<file path="src/rtl/ps2_codes_pkg.sv">
// Shared PS/2 scan-code prefixes, prefix-FSM state encoding and game-key indices.
// Pure declarations; no logic, no latency.
package ps2_codes_pkg;

    localparam logic [7:0] BREAK = 8'hF0;
    localparam logic [7:0] EXT   = 8'hE0;

    typedef enum logic [1:0] {
        S_IDLE    = 2'd0,
        S_BRK     = 2'd1,
        S_EXT     = 2'd2,
        S_EXT_BRK = 2'd3
    } prefix_state_t;

    localparam int K_JUMP  = 0;
    localparam int K_UP    = 1;
    localparam int K_DN    = 2;
    localparam int K_PAUSE = 3;
    localparam int K_HELP  = 4;
    localparam int N_KEYS  = 5;

endpackage

</file>
<file path="src/rtl/ps2_prefix_fsm.sv">
// Tracks F0/E0 prefixes; make/break strobes are decoded in the same cycle as code_valid.
// frame_err is registered (visible one cycle after the offending byte or timeout); no backpressure.
module ps2_prefix_fsm
    import ps2_codes_pkg::*;
(
    input  logic       clk,
    input  logic       reset,
    input  logic [7:0] i_code,
    input  logic       i_code_valid,
    input  logic       i_timeout,
    output logic       o_make_valid,
    output logic       o_break_valid,
    output logic [7:0] o_key_code,
    output logic       o_frame_err,
    output logic       o_busy
);

    prefix_state_t r_state;
    logic          r_frame_err;
    logic          w_is_prefix;

    assign w_is_prefix   = (i_code == BREAK) || (i_code == EXT);
    assign o_make_valid  = i_code_valid && (r_state == S_IDLE) && !w_is_prefix;
    assign o_break_valid = i_code_valid && (r_state == S_BRK)  && !w_is_prefix;
    assign o_key_code    = i_code;
    assign o_frame_err   = r_frame_err;
    assign o_busy        = (r_state != S_IDLE);

    always_ff @(posedge clk) begin
        if (reset) begin
            r_state     <= S_IDLE;
            r_frame_err <= 1'b0;
        end else begin
            r_frame_err <= 1'b0;
            if (i_code_valid) begin
                case (r_state)
                    S_IDLE: begin
                        if (i_code == BREAK)    r_state <= S_BRK;
                        else if (i_code == EXT) r_state <= S_EXT;
                    end
                    S_BRK: begin
                        // A second prefix inside a break sequence is malformed.
                        if (w_is_prefix) r_frame_err <= 1'b1;
                        r_state <= S_IDLE;
                    end
                    S_EXT: begin
                        r_state <= (i_code == BREAK) ? S_EXT_BRK : S_IDLE;
                    end
                    default: r_state <= S_IDLE;
                endcase
            end else if (i_timeout && r_state != S_IDLE) begin
                r_state     <= S_IDLE;
                r_frame_err <= 1'b1;
            end
        end
    end

endmodule

</file>
<file path="src/rtl/ps2_game_cmd.sv">
// Scan-code stream to game controls: held/press at N+1, jump/pause/help/velocity at N+2.
// Accepts one byte per cycle, no backpressure.
module ps2_game_cmd
    import ps2_codes_pkg::*;
#(
    parameter int         VEL_W     = 2,
    parameter int         VEL_MIN   = 1,
    parameter int         VEL_MAX   = 3,
    parameter int         VEL_INIT  = 2,
    parameter int         TIMEOUT   = 2500000,
    parameter logic [7:0] KEY_JUMP  = 8'h29,
    parameter logic [7:0] KEY_UP    = 8'h1C,
    parameter logic [7:0] KEY_DN    = 8'h23,
    parameter logic [7:0] KEY_PAUSE = 8'h4D,
    parameter logic [7:0] KEY_HELP  = 8'h33
) (
    input  logic             clk,
    input  logic             reset,
    input  logic [7:0]       code,
    input  logic             code_valid,
    input  logic             btn,
    output logic             jump,
    output logic             pause,
    output logic             help,
    output logic [VEL_W-1:0] velocity,
    output logic [4:0]       held,
    output logic [4:0]       press,
    output logic             frame_err
);

    localparam int CNT_W = $clog2(TIMEOUT + 1);

    if (!(VEL_MIN <= VEL_INIT && VEL_INIT <= VEL_MAX && VEL_MAX <= (2 ** VEL_W) - 1)) begin : g_bad_vel
        $error("ps2_game_cmd: need VEL_MIN <= VEL_INIT <= VEL_MAX <= 2^VEL_W-1");
    end
    if (TIMEOUT < 2) begin : g_bad_timeout
        $error("ps2_game_cmd: TIMEOUT must be at least 2");
    end

    logic             w_make_valid;
    logic             w_break_valid;
    logic [7:0]       w_key_code;
    logic             w_busy;
    logic             w_timeout;
    logic [4:0]       w_hit;
    logic [CNT_W-1:0] r_cnt;
    logic             r_btn_s1;
    logic             r_btn_s2;
    logic [4:0]       r_held;
    logic [4:0]       r_press;
    logic             r_jump;
    logic             r_pause;
    logic             r_help;
    logic [VEL_W-1:0] r_vel;

    ps2_prefix_fsm u_fsm (
        .clk           (clk),
        .reset         (reset),
        .i_code        (code),
        .i_code_valid  (code_valid),
        .i_timeout     (w_timeout),
        .o_make_valid  (w_make_valid),
        .o_break_valid (w_break_valid),
        .o_key_code    (w_key_code),
        .o_frame_err   (frame_err),
        .o_busy        (w_busy)
    );

    assign w_timeout = w_busy && !code_valid && (r_cnt == CNT_W'(TIMEOUT - 1));

    assign w_hit[K_JUMP]  = (w_key_code == KEY_JUMP);
    assign w_hit[K_UP]    = (w_key_code == KEY_UP);
    assign w_hit[K_DN]    = (w_key_code == KEY_DN);
    assign w_hit[K_PAUSE] = (w_key_code == KEY_PAUSE);
    assign w_hit[K_HELP]  = (w_key_code == KEY_HELP);

    always_ff @(posedge clk) begin
        if (reset || !w_busy || code_valid || w_timeout) r_cnt <= '0;
        else                                             r_cnt <= r_cnt + CNT_W'(1);
    end

    always_ff @(posedge clk) begin
        if (reset) begin
            r_btn_s1 <= 1'b0;
            r_btn_s2 <= 1'b0;
            r_held   <= '0;
            r_press  <= '0;
            r_jump   <= 1'b0;
            r_pause  <= 1'b0;
            r_help   <= 1'b0;
            r_vel    <= VEL_W'(VEL_INIT);
        end else begin
            r_btn_s1 <= btn;
            r_btn_s2 <= r_btn_s1;
            // Repeat makes of an already-held key set held again but never pulse.
            r_press  <= (w_make_valid ? w_hit : 5'b0) & ~r_held;
            if (w_make_valid)       r_held <= r_held | w_hit;
            else if (w_break_valid) r_held <= r_held & ~w_hit;
            r_jump   <= r_held[K_JUMP] | r_btn_s2;
            r_pause  <= r_pause ^ r_press[K_PAUSE];
            r_help   <= r_help ^ r_press[K_HELP];
            if (!r_pause) begin
                if (r_press[K_UP] && !r_press[K_DN] && r_vel < VEL_W'(VEL_MAX))
                    r_vel <= r_vel + VEL_W'(1);
                else if (r_press[K_DN] && !r_press[K_UP] && r_vel > VEL_W'(VEL_MIN))
                    r_vel <= r_vel - VEL_W'(1);
            end
        end
    end

    assign jump     = r_jump;
    assign pause    = r_pause;
    assign help     = r_help;
    assign velocity = r_vel;
    assign held     = r_held;
    assign press    = r_press;

endmodule
</file>
<file path="config.mk">
export PLATFORM = sky130hd
export DESIGN_NAME = ps2_game_cmd
export DESIGN_NICKNAME = d
export VERILOG_FILES = /design/src/rtl/ps2_codes_pkg.sv /design/src/rtl/ps2_prefix_fsm.sv /design/src/rtl/ps2_game_cmd.sv
export SDC_FILE = /design/constraint.sdc
export NUM_CORES = 1
export LEC_CHECK = 0
export BUFFER_PORTS_ARGS = -buffer_cell sky130_fd_sc_hd__buf_2
export CORE_UTILIZATION = 59
export DETAILED_ROUTE_END_ITERATION = 12
export PLACE_DENSITY_LB_ADDON = 0.12
export SETUP_SLACK_MARGIN = 0.1
export SYNTH_ARGS = -nofsm -noshare
export SYNTH_HDL_FRONTEND = slang
export SYNTH_SLANG_ARGS = --single-unit
</file>
<file path="constraint.sdc">
create_clock -name clk -period 5.3 [get_ports clk]
set_input_delay 0.265 -clock clk [delete_from_list [all_inputs] [get_ports clk]]
set_output_delay 0.265 -clock clk [all_outputs]
set_load 0.01 [all_outputs]
</file>
After elaboration in Yosys (flattened, before gate mapping)
Index checks and enable logic that the tools add are counted.
{"block": "word_totals", "register_bits": 42, "out_inout_bits": 16}
{"block": "op_classes", "add_sub_neg": 3, "magnitude_cmp": 2, "n_eq_ne": 11, "muxes": 15, "bitwise_logic": 9, "n_reduce_logical": 27}
{"op": "$eq A8 B6 Y1 const B", "count": 3}
{"op": "$add A22 B1 Y22 const B", "count": 1}
{"op": "$eq A22 B22 Y1 const B", "count": 1}
{"op": "$eq A8 B8 Y1 const B", "count": 2}
{"op": "$mux W5", "count": 3}
{"op": "$mux W2", "count": 7}
{"op": "$logic_and A1 B1 Y1", "count": 11}
{"op": "$and A5 B5 Y5", "count": 2}
{"op": "$not A5 Y5", "count": 2}
{"op": "$eq A8 B5 Y1 const B", "count": 1}
{"op": "$eq A8 B7 Y1 const B", "count": 1}
{"op": "$reduce_bool A2 Y1", "count": 4}
{"op": "$logic_not A1 Y1", "count": 5}
{"op": "$or A5 B5 Y5", "count": 1}
{"op": "$logic_or A1 B1 Y1", "count": 4}
{"op": "$mux W1", "count": 4}
{"op": "$ne A4 B3 Y1 const B", "count": 1}
{"op": "$pmux W2 S2", "count": 1}
{"op": "$reduce_and A2 Y1", "count": 2}
{"op": "$add A2 B1 Y2 const B", "count": 1}
{"op": "$eq A2 B1 Y1 const B", "count": 1}
{"op": "$eq A2 B2 Y1 const B", "count": 1}
{"op": "$gt A2 B1 Y1 const B", "count": 1}
{"op": "$logic_not A2 Y1", "count": 1}
{"op": "other kinds (5)", "count": 6}

Longest topological paths before layout
Gate-level depths: netlist (run 1).
{"block": "depth", "depth_word": 6, "ltp_mapped": 6, "depth_no_buf": 6}

Hierarchy
A second synthesis (run 1) with hierarchy kept.
{"block": "hier_totals", "cells_unflattened": 225, "area_unflattened_um2": 2010.7}
{"module": "ps2_game_cmd", "instances": 1, "cells_per_inst": 196, "area_each_um2": 1760.4, "seq_area_each_um2": 780.7}
{"module": "ps2_prefix_fsm", "instances": 1, "cells_per_inst": 29, "area_each_um2": 250.2, "seq_area_each_um2": 60.1}

Least setup slack after synthesis (run 1)
Ideal clock, no wire load.
{"block": "synth_path", "path_type": "register -> register", "startpoint": "register r_cnt[0]", "endpoint": "register r_cnt[16]", "arrival_ns": 1.804, "required_ns": 5.230, "slack_ns": 3.426, "stages_incl_launch_ff": 7, "path_buffers": 1, "cell_sequence": "dfxtp_1 ha_1 nand4_2 or4_1 buf_2 or3_1 a21oi_1"}
{"block": "synth_via", "elab_chain_len": 3, "word_cells_on_any_way": 4}
{"element": "start: declaration", "line_no": "ps2_game_cmd.sv:46", "rtl": "logic [CNT_W-1:0] r_cnt;"}
{"element": "start signal: assignment", "line_no": "ps2_game_cmd.sv:79", "rtl": "else r_cnt <= r_cnt + CNT_W'(1);"}
{"element": "parallel branches: the longest is 3 deep, another holds $add A22 B1 Y22"}
Parallel ways; which one is timed is not known.
A chain may end at the register's enable or synchronous reset.

Worst setup path after layout (run 1)
{"block": "layout_path", "startpoint": "register r_cnt[0]", "endpoint": "register r_cnt[20]"}
Same word-level chain as after synthesis.

==> flow_summary.yaml, run 1 <==
clock_tree:
  path_clk_slew_ns: 0.12
  cts_num_sinks: 42
  clk_latency_ns: 0.35
  clockBufferDepth: 2
  cts_tree: "yes"
  cts_hold_buffers: 0
  post-cts-setup-buffers: 0
  cts_htree_levels: 2
  cts_resized: 0
  root_buffer: "clkbuf_4"
  cts_buffers: 5
logic_synthesis:
  yosysMostFrequentCell: "dfxtp_1"
  yosys.area.top_type_share_pct: 45.9
  avgSynthCellArea_sq_um: 8.84
  netlist_instances: 207
  synth_common_cells: "dfxtp_1 (42), nor2_1 (28), xnor2_1 (13), a21oi_1 (12), o21ai_0 (11)"
  synth_area_sq_um: 1830
  ys_ff_latch: 42
  synth_cell_types: 35
  yosys.area.top_type: "dfxtp_1"
  ys_dominant_reg_cell: "dfxtp_1"
  synthTopCellsByArea: "dfxtp_1 (46%), xnor2_1 (6.2%), nor2_1 (5.7%)"
  async_flop_share_pct: 0
  yosysWarnings: 0
  seq_area_frac_synth_pct: 45.9
  synth_fp_nets: 222
  synth_edf_count: 0
route:
  viasPerCell: 5.91
  wl_per_cell_microns: 13.7
  antenna_left: 0
  drc: 2
  drtPass1Iterations: 8
  vias: 1585
  initialDrtViolationCount: 87
  finalWirelength_microns: 3660
global_routing:
  grt_max_degree: 22
  overflow: 0
  grt_pass1_wl_microns: 6120
  track_usage_pct: 24.0
  grt_pass1_vias: 1474
  antenna_found_initial: 0
critical_path:
  max_stage_delay_ns: 0.67
  end_kind: "register"
  cp_top_family: "simple AND/OR/NAND/NOR gates"
  slowest_stage: "or4_1"
  crit_type: "register to register"
  worstPathCellList: "ha_1 -> nand4_2 -> or4_1 -> or3_1 -> a21oi_1"
  path_buf_inv: 0
  cp-start-kind: "register"
  cp.required_ns: 5.59
  arrival_ns: 2.33
  worstPathMaxFanout: 7
cells_and_area:
  nets: 251
  drive_gt1_share_pct: 16.9
  syn_to_final_growth_pct: 12.7
  stdcell_count: 268
  antenna_cells: 0
sta:
  setup_ws_ns: 3.26
  rsz0062_at_grt: "false"
  layout_min_cycle_time_ns: 2.04
  finalMaxSlewViolations: 0
  setup_tns_ns: 0
  skew_ns: 0.00684
  tightestPinTransition_ns: 0.619
  hold_ws_ns: 0.137
  fmax_mhz: 491
  slew_headroom_pct: 58.1
  period_share_pct: 38.4
  finalSetupViolCount: 0
  finalHoldViolations: 0
job:
  drv_cap: 0
power:
  clock_power_share_pct: 37.2
  seqPwrFrac_pct: 59.7
  p_int_uw: 421
  fin_total_pwr_uw: 531
  p_per_area_nw_per_um2: 257
  p_sw_share_pct: 20.7
  irDropWorstVdd_v: 0.000164
  p_leak_uw: 0.000764
  p_sw_uw: 110
  comb_power_share_pct: 3.0
outcome:
  violations: "design-rule violations"
  status: "complete, but fails checks"
min_path:
  hold_path_class: "input pin to register"
die:
  start_util_pct: 64.2
  dieWidth_microns: 57.7
  die-area_sq_um: 3330
  core_area_sq_um: 2850
  die_y_microns: 57.7
  top_level_ports: 28
  rows: 19
placement:
  port_buffers: 27
  hpwl_microns: 2720
  placed_cells: 260
  gp_congestion: 0.874
  dp_slack_ns: 3.29
==> path summary, 6_finish.rpt <==
kind / from / to / slack, ns / cells after the start
worst max-delay path: r_cnt[0] / r_cnt[20] / 3.26 / 5
worst min-delay path: btn / r_btn_s1 / 0.14 / 2
worst max register to register: r_cnt[0] / r_cnt[20] / 3.26 / 5
worst min register to register: r_btn_s2 / jump / 0.45 / 2
==> layer usage <==
metal	track usage (%)	up-vias	share of wire (%)
met5	0	-	0
met4	15.3	0	1.9
met3	4.46	9	3.8
met2	37.9	36	49
met1	30.3	742	45
li1	-	798	-
==> power groups by stage <==
stage,Sequential (uW),Combinational [uW],Clock (uW)
floorplan,324,7.20,0
global placement,324,14.8,0
detailed placement,324,15.9,0
CTS,317,16.0,203
global route,317,17.2,214
finish,317,16.2,197
==> metrics by stage <==
stage / instance area, sq um / utilization [%]
finish: 2060 / 72.3
global route: 2060 / 72.3
CTS: 2060 / 72.3
detailed placement: 1990 / 69.6
global placement: 1990 / 69.6
floorplan: 1830 / -
==> area by class of cell <==
class                           instances  area [sq um]
Fill cell                             228           790
Tap cell                               31          38.8
Timing Repair Buffer                   28           143
Sequential cell                        42           841
Clock inverter                          3          40.0
Multi-Input combinational cell        151           933
Clock buffer                            5          37.5
Inverter                                8          30.0
==> kinds of logic (layout without fill, tap and decap cells) <==
logic type / count (synthesis) / count (layout) / share of synthesized area, %
flops: 42 / 42 / 45.9
xor+xnor: 15 / 15 / 7.18
simple gates: 101 / 101 / 31.2
fa+ha+maj: 3 / 3 / 2.05
mux: 5 / 5 / 2.73
buf+inv: 14 / 44 / 3.08
compound gates: 27 / 27 / 7.86
==> worst register-to-register path, cell delays in order (launching register included) <==
cell and delay (ns):
dfxtp_1 0.40, ha_1 0.24, nand4_2 0.19, or4_1 0.67, or3_1 0.34, a21oi_1 0.14
==> cell usage in the layout, fill, tap and decap left out, types with 5 or more instances in the layout <==
cell type,n
dfxtp_1,42
mux2i_1,5
nor2_1,28
or3_1,9
inv_1,8
xnor2_1,13
nand3_1,10
nor3_1,8
clkbuf_4,5
o21ai_0,11
buf_2,27
a21oi_1,12
nand4_1,8
nand2_1,7
No activity file was read; power rests on OpenSTA's default activity.
==> run 2: changes to the inputs <==
- CORE_UTILIZATION: 59 -> 55
- clock period: 5.3 -> 1.99 ns (I/O delays scaled with it)
==> flow_summary.yaml, run 2 (synthesized netlist as in run 1, its figures left out) <==
outcome:
  status: "completed"
cells_and_area:
  layout_common_cells: "dfxtp_1 (38), nor2_1 (28), buf_2 (27)"
  layout_commonest_cell: "dfxtp_1"
  drive_gt1_share_pct: 20.4
  antenna_cells: 0
  final_cell_area_sq_um: 2120
  nets: 254
  nFillCells: 264
  syn_to_final_growth_pct: 16.0
critical_path:
  reg2reg_from: "r_cnt[0]"
  r2r_slack_ns: 0.15
  cp-startpoint: "r_cnt[0]"
  arrival_ns: 2.10
  cp-start-kind: "register"
  rr_worst_depth: 5
  crit_type: "register to register"
  endpoint: "r_cnt[1]"
  worstPathMaxFanout: 4
  cp.required_ns: 2.25
  timing.rr.end: "r_cnt[1]"
  end_kind: "register"
power:
  p_leak_uw: 0.000782
  irDropWorstVdd_v: 0.000442
  p_per_area_nw_per_um2: 669
placement:
  dp_slack_ns: 0.0589
  dpl_cell_area_sq_um: 2020
  gp_congestion: 0.828
  port_buffers: 27
  hpwl_microns: 2740
min_path:
  hold_path_class: "input pin to register"
route:
  antenna_left: 0
  initialDrtViolationCount: 120
  drc: 0
  viasPerCell: 5.75
  finalWirelength_microns: 3830
  drtPass1Iterations: 4
  wl_per_cell_microns: 13.5
  vias: 1632
sta:
  finalMaxSlewViolations: 0
  setup_ws_ns: 0.145
  slew_headroom_pct: 57.6
  tightestPinTransition_ns: 0.627
  fmax_mhz: 542
  period_share_pct: 92.7
  rsz0062_at_grt: "true"
  finalHoldViolations: 0
  skew_ns: 0.0101
  layout_min_cycle_time_ns: 1.84
  hold_ws_ns: 0.0655
  finalSetupViolCount: 0
  setup_tns_ns: 0
die:
  die_y_microns: 59.7
  dieWidth_microns: 59.7
  core_area_sq_um: 3100
  rows: 20
  start_util_pct: 59.0
  die-area_sq_um: 3560
  top_level_ports: 28
global_routing:
  track_usage_pct: 23.2
  grt_pass1_wl_microns: 6050
  antenna_found_initial: 0
  overflow: 0
  grt_max_degree: 22
  grt_pass1_vias: 1409
clock_tree:
  cts_buffers: 5
  path_clk_slew_ns: 0.12
  root_buffer: "clkbuf_4"
  cts_htree_levels: 2
  post-cts-setup-buffers: 0
  cts_num_sinks: 42
  clk_latency_ns: 0.35
  cts_tree: "yes"
  clockBufferDepth: 2
job:
  drv_cap: 0
[run 2: cell count changes in the layout (fill, tap and decap cells not counted)]
cell and change:
or4_1 -2, buf_6 +1, or4_4 +2, buf_4 +1, dlygate4sd3_1 +1, ha_2 +1, ha_1 -1, dfxtp_1 -4
dfxtp_2 +4
[run 2: layout make-up]
type	instances	area, sq um	share of cell area [%]
multi-input combinational	151	943	44.4
sequential	42	846	39.8
timing repair buffer	31	171	8.07
tap	44	55.1	2.59
clock inverter	3	40.0	1.89
clock buffer	5	37.5	1.77
inverter	8	30.0	1.41
[run 2: what timing repair did]
action	CTS	global route
hold buffers	1	0
pin swaps	0	1
hold endpoints to repair	1	0
setup endpoints to repair	3	25
resized for setup	2	6
[run 2: report_power, final]
group	switching, uW	internal, uW	total (uW)
sequential	0.985	843	844
clock	271	260	531
combinational	25.6	18.6	44.2
[run 2: per-layer routing]
layer	up-vias	track usage [%]	wire, microns
met1	773	29.5	1790
met5	-	0	0
met4	0	8.31	61
li1	801	-	-
met2	52	36.3	1780
met3	6	8.01	199
[run 2: metrics by stage]
stage	total power (uW)	cells	utilization, %
floorplan	883	207	-
global placement	903	275	65.0
detailed placement	905	275	65.0
CTS	1430	284	68.0
global route	1480	284	68.4
finish	1420	284	68.4
[run 2: critical path: stages, from the launching register on]
cell and delay, ns:
dfxtp_2 0.38, ha_2 0.22, nand4_2 0.13, or4_1 0.54, or2_2 0.33, and3_1 0.16
[run 2: how the worst min path moves through the flow]
stage | start | slack (ns) | endpoint | depth (start not counted)
2_1_floorplan | btn | 0.23 | r_btn_s1 | 1
3_3_place_gp | btn | 0.32 | r_btn_s1 | 2
3_5_place_dp | btn | 0.32 | r_btn_s1 | 2
4_1_cts | code[6] | 0.06 | press[3] | 3
5_1_grt | code[6] | 0.06 | press[3] | 3
6_report | code[6] | 0.07 | press[3] | 3
==> run 3: changes to the inputs <==
==> constraint.sdc (replaced) <==
create_clock -name clk -period 1.99 [get_ports clk]
set_input_delay 0.398 -clock clk [delete_from_list [all_inputs] [get_ports clk]]
set_output_delay 0.398 -clock clk [all_outputs]
set_load 0.01 [all_outputs]
==> flow_summary.yaml, run 3 (synthesized netlist as in run 1, its figures left out) <==
sta:
  finalMaxSlewViolations: 0
  skew_ns: 0.00826
  fmax_mhz: 533
  slew_headroom_pct: 56.4
  setup_tns_ns: 0
  setup_ws_ns: 0.113
  finalHoldViolations: 0
  hold_ws_ns: 0.254
  finalSetupViolCount: 0
  rsz0062_at_grt: "true"
  period_share_pct: 94.3
  tightestPinTransition_ns: 0.645
  layout_min_cycle_time_ns: 1.88
route:
  vias: 1612
  antenna_left: 0
  finalWirelength_microns: 3950
  top_layer_used: "met4"
  wl_per_cell_microns: 13.8
  wl_met1_microns: 1760
  dr_wl_met3_microns: 173
  initialDrtViolationCount: 90
  drtPass1Iterations: 4
  wl_met2_microns: 1980
  drc: 0
  viasPerCell: 5.64
global_routing:
  antenna_found_initial: 0
  track_usage_pct: 24.3
  grt_max_degree: 19
  grt_pass1_vias: 1419
  overflow: 0
  grt_pass1_wl_microns: 6400
clock_tree:
  cts_num_sinks: 42
  cts_buffers: 5
  root_buffer: "clkbuf_4"
  cts_htree_levels: 2
  post-cts-setup-buffers: 0
  cts_hold_buffers: 0
  clk_latency_ns: 0.34
  cts_tree: "yes"
  path_clk_slew_ns: 0.11
  clockBufferDepth: 2
die:
  die-area_sq_um: 3560
  die_y_microns: 59.7
  dieWidth_microns: 59.7
  rows: 20
  start_util_pct: 59.0
  top_level_ports: 28
  core_area_sq_um: 3100
critical_path:
  r2r_slack_ns: 0.11
  rr_worst_depth: 5
  cp-start-kind: "register"
  arrival_ns: 2.11
  max_stage_delay_ns: 0.52
  worstPathCellList: "ha_1 -> nand4_4 -> or4_4 -> or2_2 -> and3_1"
  worstPathMaxFanout: 5
  timing.rr.end: "r_cnt[1]"
  reg2reg_from: "r_cnt[0]"
  cp.required_ns: 2.23
  crit_type: "register to register"
  end_kind: "register"
  slowest_stage: "or4_4"
min_path:
  hold_end: "r_btn_s1"
  whs_path_depth: 2
  hold_start: "btn"
  hold_path_class: "input pin to register"
placement:
  dp_slack_ns: 0.0299
  port_buffers: 27
  gp_congestion: 0.806
  hpwl_microns: 2810
cells_and_area:
  antenna_cells: 0
  final_core_utilization_pct: 69.2
  layout_commonest_cell: "dfxtp_1"
  layout_common_cells: "dfxtp_1 (38), nor2_1 (28), buf_2 (27)"
  syn_to_final_growth_pct: 17.3
  nFillCells: 276
  drive_gt1_share_pct: 21.1
  nets: 256
power:
  irDropWorstVdd_v: 0.000387
  p_per_area_nw_per_um2: 656
  p_leak_uw: 0.000798
job:
  drv_cap: 0
outcome:
  status: "completed"
## run 3: layout make-up
class	count	area (sq um)	share of cell area, %
repair buffers	33	184	8.57
inverters	8	30.0	1.40
clock buffers	7	45.0	2.10
well taps	44	55.1	2.56
flip-flops and latches	42	846	39.4
clock inverters	1	30.0	1.40
multi-input cells	151	957	44.6
## run 3: worst max-delay path by stage
stage / from / to / slack, ns / cells after the start
floorplan: r_cnt[0] / r_cnt[18] / 0.12 / 6
global placement: code[0] / u_fsm.r_state[1] / 0.13 / 5
detailed placement: r_cnt[0] / r_cnt[20] / 0.03 / 5
CTS: r_cnt[1] / r_cnt[20] / 0.1 / 5
global route: r_cnt[0] / r_cnt[1] / 0.04 / 5
finish: r_cnt[0] / r_cnt[1] / 0.11 / 5
## run 3: through the flow
step / total power [uW] / area (sq um) / cells
after floorplan: 883 / 1830 / 207
after global placement: 903 / 2040 / 278
after detailed placement: 905 / 2040 / 278
after CTS: 1420 / 2120 / 286
after global routing: 1460 / 2150 / 286
final: 1410 / 2150 / 286
## run 3: layer usage
metal  global-route usage (%)  vias to the layer above
met5                        0                        -
met4                     9.97                        0
met3                     4.76                        4
met2                     40.3                       41
met1                     31.0                      757
li1                         -                      810
## run 3: worst max-delay path: cells and delay by family (launching register included)
kind | cells | cell delay [ns]
AND/OR/NAND/NOR | 4 | 1.17
flip-flops | 1 | 0.37
adder cells (fa/ha/maj) | 1 | 0.22
## run 3: what timing repair did
action | CTS | global route
pin swaps | 0 | 1
gates resized for setup | 3 | 7
endpoints found under the setup margin | 5 | 23
## run 3: power by group
| part | internal, uW | switching (uW) |
|---|---|---|
| Sequential | 843 | 0.894 |
| Clock | 267 | 256 |
| Combinational | 17.4 | 25.0 |
